**src/rtl/mul_operand_issuer.sv**
```systemverilog
// Operand feeder for the shift-add multiplier. It buffers operand pairs in a small FIFO and
// issues them one at a time, holding each pair stable until the multiplier reports valid.
module mul_operand_issuer #(
  parameter int WIDTH = 8,
  parameter int DEPTH = 4
) (
  input  logic                     clk,
  input  logic                     reset,
  input  logic                     in_valid,
  output logic                     in_ready,
  input  logic [WIDTH-1:0]         in_a,
  input  logic [WIDTH-1:0]         in_b,
  output logic                     mul_start,
  output logic [WIDTH-1:0]         mul_a,
  output logic [WIDTH-1:0]         mul_b,
  input  logic                     mul_valid,
  output logic [$clog2(DEPTH):0]   count,
  output logic                     busy,
  output logic [15:0]              done_count
);

  // state | meaning
  // IDLE  | nothing in flight, waiting for the FIFO to hold a pair
  // ISSUE | mul_start high for this one cycle, operands already loaded
  // WAIT  | multiplier running; operands held until mul_valid
  typedef enum logic [1:0] {IDLE, ISSUE, WAIT} state_t;

  localparam int PW = $clog2(DEPTH);
  localparam logic [PW:0] FULL = DEPTH[PW:0];

  state_t            state;
  logic [WIDTH-1:0]  mem_a [DEPTH];
  logic [WIDTH-1:0]  mem_b [DEPTH];
  logic [PW-1:0]     wr_ptr;
  logic [PW-1:0]     rd_ptr;
  logic [WIDTH-1:0]  cur_a;
  logic [WIDTH-1:0]  cur_b;
  logic              push;
  logic              load;
  logic              have_data;

  assign in_ready  = count < FULL;
  assign push      = in_valid && in_ready;
  assign have_data = count != '0;
  // A pop only happens when the head is loaded into cur_a/cur_b.
  assign load      = have_data && ((state == IDLE) || (state == WAIT && mul_valid));

  assign mul_start = state == ISSUE;
  assign mul_a     = cur_a;
  assign mul_b     = cur_b;
  assign busy      = (state != IDLE) || have_data;

  always_ff @(posedge clk) begin
    if (push) begin
      mem_a[wr_ptr] <= in_a;
      mem_b[wr_ptr] <= in_b;
    end
  end

  always_ff @(posedge clk or posedge reset) begin
    if (reset) begin
      wr_ptr <= '0;
      rd_ptr <= '0;
      count  <= '0;
    end else begin
      if (push) wr_ptr <= wr_ptr + 1'b1;
      if (load) rd_ptr <= rd_ptr + 1'b1;
      case ({push, load})
        2'b10:   count <= count + 1'b1;
        2'b01:   count <= count - 1'b1;
        default: count <= count;
      endcase
    end
  end

  always_ff @(posedge clk or posedge reset) begin
    if (reset) begin
      state      <= IDLE;
      cur_a      <= '0;
      cur_b      <= '0;
      done_count <= '0;
    end else begin
      if (load) begin
        cur_a <= mem_a[rd_ptr];
        cur_b <= mem_b[rd_ptr];
      end
      case (state)
        IDLE: begin
          if (have_data) state <= ISSUE;
        end
        // mul_valid may still be high from the previous product; ignore it here.
        ISSUE: begin
          state <= WAIT;
        end
        WAIT: begin
          if (mul_valid) begin
            done_count <= done_count + 16'd1;
            state      <= have_data ? ISSUE : IDLE;
          end
        end
        default: state <= IDLE;
      endcase
    end
  end

endmodule

```
**config.mk**
```make
export PLATFORM = sky130hd
export DESIGN_NAME = mul_operand_issuer
export DESIGN_NICKNAME = d
export VERILOG_FILES = /design/src/rtl/mul_operand_issuer.sv
export SDC_FILE = /design/constraint.sdc
export NUM_CORES = 1
export LEC_CHECK = 0
export CELL_PAD_IN_SITES_DETAIL_PLACEMENT = 0
export CELL_PAD_IN_SITES_GLOBAL_PLACEMENT = 1
export CORE_UTILIZATION = 48
export CTS_BUF_LIST = sky130_fd_sc_hd__clkbuf_4
export CTS_CLUSTER_DIAMETER = 100
export DETAILED_ROUTE_END_ITERATION = 8
export GPL_ROUTABILITY_DRIVEN = 0
export GPL_TIMING_DRIVEN = 0
export PLACE_DENSITY_LB_ADDON = 0.1
export SETUP_SLACK_MARGIN = 0.3
export SLEW_MARGIN = 5
export SYNTH_ARGS = -nofsm -noshare
export SYNTH_HDL_FRONTEND = slang
export SYNTH_SLANG_ARGS = --single-unit
```
**constraint.sdc**
```tcl
create_clock -name clk -period 2.4 [get_ports clk]
set_input_delay 0.48 -clock clk [delete_from_list [all_inputs] [get_ports clk]]
set_output_delay 0.48 -clock clk [all_outputs]
set_load 0.01 [all_outputs]
```
==> impl_metrics.csv, run 1 <==
group,metric,value,unit
run_status,outcome,"finished, final reports clean",
sta,period_share,83.53,%
clocking,clk_pin_slew,160,ps
global_route,antenna_found_initial,0,
hold_path,hold_class,"in -> async",
clocking,cts_tree,"yes",
drt,drtAntennaViolNets,0,
layout,fin_area,0.005087,sq mm
global_route,grt_pass1_vias,2226,
sta,rsz0062_at_grt,"false",
synth,synthDistinctLibCells,34,
synth,seq_area_frac_synth,70.96,%
power,powerDensity,1129,mW/mm^2
setup_path,worstSetupStartpointType,"register",
synth,ys_warn_count,0,
sta,setup_viol,0,
layout,syn_to_final_growth,22.47,%
synth,synth_area_leader_cell,"edfxtp_1",
drt,routedWlPerCell,16.25,um
sta,final-max-slew-violation-count,0,
floorplanning,core_area,0.008299,sq mm
setup_path,r2r_start,"count[2]",
place,port_buffers,57,
drt,finalWirelength,6630,um
drt,avgViaCountPerCell,5.047,
setup_path,crit_fanout,4,
floorplanning,die_y,95.03,um
global_route,grt_overflow,0,
sta,fmax,498.8,MHz
sta,max-slew-margin-rel,53.86,%
clocking,htreeDepth,3,
synth,synth_top_area_share,46.27,%
clocking,clkLatencyLatePin,440,ps
synth,ys_top_cells_by_area,"edfxtp_1, dfrtp_1, mux4_2",
drt,drt_pass1_iterations,4,
synth,synthCells,224,
layout,nNetsFinal,325,
layout,diodes,0,
drt,drc,0,
clocking,numCtsBuffers,9,
power,total_power,5741,uW
sta,hold_viol,0,
power,p_leak,0.001925,uW
setup_path,cp-startpoint,"count[2]",
sta,finalCriticalPeriod,2005,ps
layout,drive_above_1_share,24.09,%
clocking,cts_buffer_depth,2,
place,place_area,0.004891,sq mm
setup_path,required,1920,ps
setup_path,end_kind,"primary output",
setup_path,crit_arrival,1520,ps
sta,finalClockSkew,25.58,ps
synth,ys_async_sr_fraction,39.05,%
place,hpwl,4323,um
synth,ys.flop_type,"edfxtp_1",
flow_run,drv_cap,0,
sta,worst_pin_slew,692.0,ps
setup_path,crit_type,"reg -> out",
synth,synth_fp_nets,251,
drt,vias,2059,
drt,drt-initial-drc-count,61,
synth,ys_ff_latch,105,
synth,syn_avg_cell_area,18.54,sq um
power,peakVddDrop,583.3,uV
global_route,grt_pass1_wl,10910,um
clocking,cts.sinks,105,
floorplanning,floorplan.rows,33,
floorplanning,io_pins,58,
synth,syn_area,0.004154,sq mm
synth,synth_edf_count,64,
floorplanning,initial_core_util,50.05,%
global_route,grt_use_total,16.72,%
floorplanning,die_area,0.009030,sq mm
global_route,grt_max_degree,28,
clocking,clock-root-buffer,"clkbuf_4",
floorplanning,die_w,95.03,um
state kept, by name (all words and copies together), names as in the netlist:
name	cells
mem_a	32
mul_a	8
done_count	16
wr_ptr	2
mem_b	32
state	2
mul_b	8
rd_ptr	2
count	3
cell usage in the layout, fill, tap and decap left out, drive strengths merged, types with 9 or more instances in the layout:
cell / n
edfxtp: 64
clkdlybuf4s50: 54
dfrtp: 41
mux2: 17
mux4: 16
xnor2: 15
clkbuf: 13
buf: 11
inv: 9
critical path, stage by stage, from the launching register on:
cell and delay (ps):
dfrtp_1 460, inv_1 110, clkdlybuf4s50_1 540
through the flow:
| step | utilization [%] | worst slack, ps | hold WS, ps | setup TNS [ps] | cells |
|---|---|---|---|---|---|
| 6_report | 61.30 | 395.4 | 306.7 | 0 | 408 |
| 5_1_grt | 61.30 | 308.1 | 295.3 | 0 | 408 |
| 4_1_cts | 61.18 | 317.1 | 301.5 | 0 | 408 |
| 3_5_place_dp | 58.93 | -698.7 | 482.4 | -8982 | 387 |
| 3_3_place_gp | 58.69 | -663.8 | 458.5 | -10920 | 386 |
| 2_1_floorplan | - | 257.0 | 507.6 | 0 | 224 |
per-layer routing:
metal	routed length, um	global-route usage, %	part of all wire (%)	up-vias
met5	0	0	0	-
met4	63	5.429	0.95	0
met3	231	4.067	3.5	5
met2	3427	29.20	52	41
met1	2907	20.46	44	1034
li1	-	-	-	979
worst paths after layout:
kind | slack, ps | cells past startpoint | to
worst max-delay path | 400 | 2 | in_ready
worst min-delay path | 310 | 2 | mul_a[4]
worst max register to register | 430 | 10 | count[2]
worst min register to register | 490 | 1 | done_count[15]
max in group asynchronous | 1600 | 3 | rd_ptr[0]
min in group clk | 410 | 3 | done_count[2]
what timing repair did:
action                     CTS  global route
hold buffers                 0             0
resized for setup            4             6
setup endpoints to repair    5            33
buffers inserted             5             0
pin swaps                    2             0
where the power goes:
group          leakage, uW  switching, uW  internal [uW]  total, uW
logic             0.000761            944           1340       2280
registers          0.00109            218           2350       2570
clock network    0.0000747            542            343        885
total              0.00193           1700           4040       5740
cells by family (layout without fill, tap and decap cells):
family	after synthesis	count (layout)	share of synthesized area (%)
buffers and inverters	16	95	2.108
flip-flops	105	105	70.96
AO/OA/AOI/OAI	4	4	0.9639
multiplexers	34	34	14.16
XOR/XNOR	21	21	4.609
AND/OR/NAND/NOR	37	37	4.910
adder cells (fa/ha/maj)	7	7	2.289
layout make-up:
class	count	area, sq um
Inverter	9	33.78
Buffer	7	53.80
Clock buffer	11	82.58
Tap cell	105	131.4
Multi-Input combinational cell	103	1145
Fill cell	647	3212
Sequential cell	105	2950
Timing Repair Buffer	63	631.9
Clock inverter	5	58.81
synth_stat cells (2+ instances only):
| master | instances |
|---|---|
| nand3_1 | 7 |
| nand2_1 | 6 |
| xnor2_1 | 14 |
| and3_1 | 3 |
| ha_1 | 6 |
| mux2_2 | 10 |
| edfxtp_1 | 64 |
| and2_1 | 4 |
| nor2b_1 | 3 |
| nand4_1 | 4 |
| mux4_2 | 16 |
| dfrtp_1 | 41 |
| clkbuf_1 | 2 |
| xor2_1 | 6 |
| mux2_4 | 7 |
| nor2_1 | 4 |
| buf_6 | 3 |
| inv_1 | 8 |
Note: power is estimated with default switching activity, not from simulation.
==> inputs of run 2 (changes only) <==
--- a/config.mk
+++ b/config.mk
@@ -7,7 +7,7 @@
 export LEC_CHECK = 0
 export CELL_PAD_IN_SITES_DETAIL_PLACEMENT = 0
 export CELL_PAD_IN_SITES_GLOBAL_PLACEMENT = 1
-export CORE_UTILIZATION = 48
+export CORE_UTILIZATION = 43
 export CTS_BUF_LIST = sky130_fd_sc_hd__clkbuf_4
 export CTS_CLUSTER_DIAMETER = 100
 export DETAILED_ROUTE_END_ITERATION = 8
==> constraint.sdc (replaced) <==
create_clock -name clk -period 1.7 [get_ports clk]
set_input_delay 0.34 -clock clk [delete_from_list [all_inputs] [get_ports clk]]
set_output_delay 0.34 -clock clk [all_outputs]
set_load 0.01 [all_outputs]
==> impl_metrics.csv, run 2 (synthesis gave the netlist of run 1 again) <==
group,metric,value,unit
floorplanning,die_y,100.3,um
sta,finalClockSkew,22.25,ps
hold_path,hold_class,"in -> async",
layout,diodes,0,
global_route,grt_use_total,16.90,%
layout,final_common_cell,"edfxtp_1",
power,p_leak,0.002449,uW
sta,final-max-slew-violation-count,0,
drt,drt_pass1_iterations,4,
drt,drt-initial-drc-count,106,
power,total_power,9386,uW
clocking,clkLatencyLatePin,450,ps
floorplanning,io_pins,58,
floorplanning,core_area,0.009284,sq mm
clocking,clk_pin_slew,160,ps
setup_path,required,2070,ps
drt,drc,0,
setup_path,end_kind,"register",
power,peakVddDrop,646.8,uV
place,hpwl,4554,um
drt,vias,2399,
sta,rsz0062_at_grt,"true",
layout,drive_above_1_share,54.52,%
floorplanning,die_area,0.01006,sq mm
drt,finalWirelength,8376,um
layout,nNetsFinal,387,
layout,final.fill_count,725,
clocking,ctsHoldBuffers,0,
sta,worst_pin_slew,365.6,ps
flow_run,drv_cap,0,
run_status,outcome,"finished with violations",
floorplanning,die_w,100.3,um
layout,top_regs,"mem_a x32, mem_b x32, done_count x16",
sta,fmax,523.6,MHz
layout,fin_util,62.53,%
global_route,grt_pass1_wl,12350,um
global_route,grt_max_degree,29,
clocking,clock-root-buffer,"clkbuf_4",
setup_path,crit_arrival,2280,ps
floorplanning,floorplan.rows,35,
sta,final.setup.worst_slack,-210.0,ps
setup_path,worstSetupStartpointType,"input pin",
layout,mostFrequentLayoutCells,"edfxtp_1, dfrtp_1, buf_4",
sta,max-slew-margin-rel,75.59,%
power,powerDensity,1617,mW/mm^2
sta,period_share,112.4,%
clocking,cts_buffer_depth,2,
setup_path,crit_type,"in -> reg",
sta,finalCriticalPeriod,1910,ps
drt,routedWlPerCell,16.96,um
setup_path,crit_fanout,4,
clocking,cts.sinks,105,
layout,syn_to_final_growth,39.76,%
run_status,violations,"setup timing",
clocking,htreeDepth,3,
sta,hold_viol,0,
clocking,cts_tree,"yes",
drt,avgViaCountPerCell,4.856,
floorplanning,initial_core_util,44.74,%
global_route,grt_overflow,0,
sta,setup_viol,11,
drt,drtAntennaViolNets,0,
clocking,numCtsBuffers,9,
global_route,grt_pass1_vias,2314,
place,port_buffers,57,
global_route,antenna_found_initial,0,
[run 2: cell type report]
type	instances	area, sq um	share of cell area, %
flip-flops and latches	105	2954	50.88
multi-input cells	106	1329	22.89
repair buffers	122	1112	19.16
well taps	129	161.4	2.780
plain buffers	7	91.34	1.573
clock buffers	9	67.56	1.164
clock inverters	7	53.80	0.9267
inverters	9	36.28	0.6250
[run 2: final timing paths]
check	cells past startpoint	from	endpoint	slack, ps
setup reg to reg	9	state[0]	count[2]	-200
max in group asynchronous	3	reset	done_count[6]	1050
hold reg to reg	1	mul_b[4]	mul_b[4]	520
hold / removal	2	reset	count[0]	160
setup / recovery	10	mul_valid	count[2]	-210
min in group clk	1	in_a[3]	mem_a[3][3]	520
[run 2: power by group]
part           internal, uW  total [uW]  switching, uW
combinational          2790        4630           1840
sequential             3330        3600            270
clock                   318        1160            841
total                  6430        9390           2950
[run 2: metal layers]
metal  vias up  wire, um  global-route usage, %
met3        10       295                  2.925
met2        50      4125                  27.45
met1      1228      3845                  22.99
met5         -         0                      0
li1       1111         -                      -
met4         0       110                  6.355
[run 2: what timing repair did]
item | in CTS | in global routing
endpoints found under the hold margin | 0 | 0
gates resized for setup | 200 | 36
setup buffers | 41 | 20
endpoints found under the setup margin | 135 | 79
cloned | 3 | 3
pin swaps | 28 | 20
[run 2: critical path: stages]
cell and delay [ps]:
clkdlybuf4s50_1 550, inv_2 80, a211oi_4 270, buf_6 140, ha_4 120, inv_2 30, fa_2 320, xor2_1 150
nor2_1 130, xnor2_1 140
[run 2: metrics by stage]
stage / worst slack (ps) / instances / instance area [sq um] / hold WS [ps] / TNS (ps)
finish: -210.0 / 494 / 5806 / 164.7 / -722.6
global route: -289.2 / 494 / 5806 / 180.3 / -1501
CTS: -190.9 / 471 / 5431 / 163.0 / -562.9
detailed placement: -1205 / 411 / 4946 / 468.5 / -29350
global placement: -1199 / 410 / 4926 / 461.5 / -58150
floorplan: -347.7 / 224 / 4194 / 438.9 / -597.9
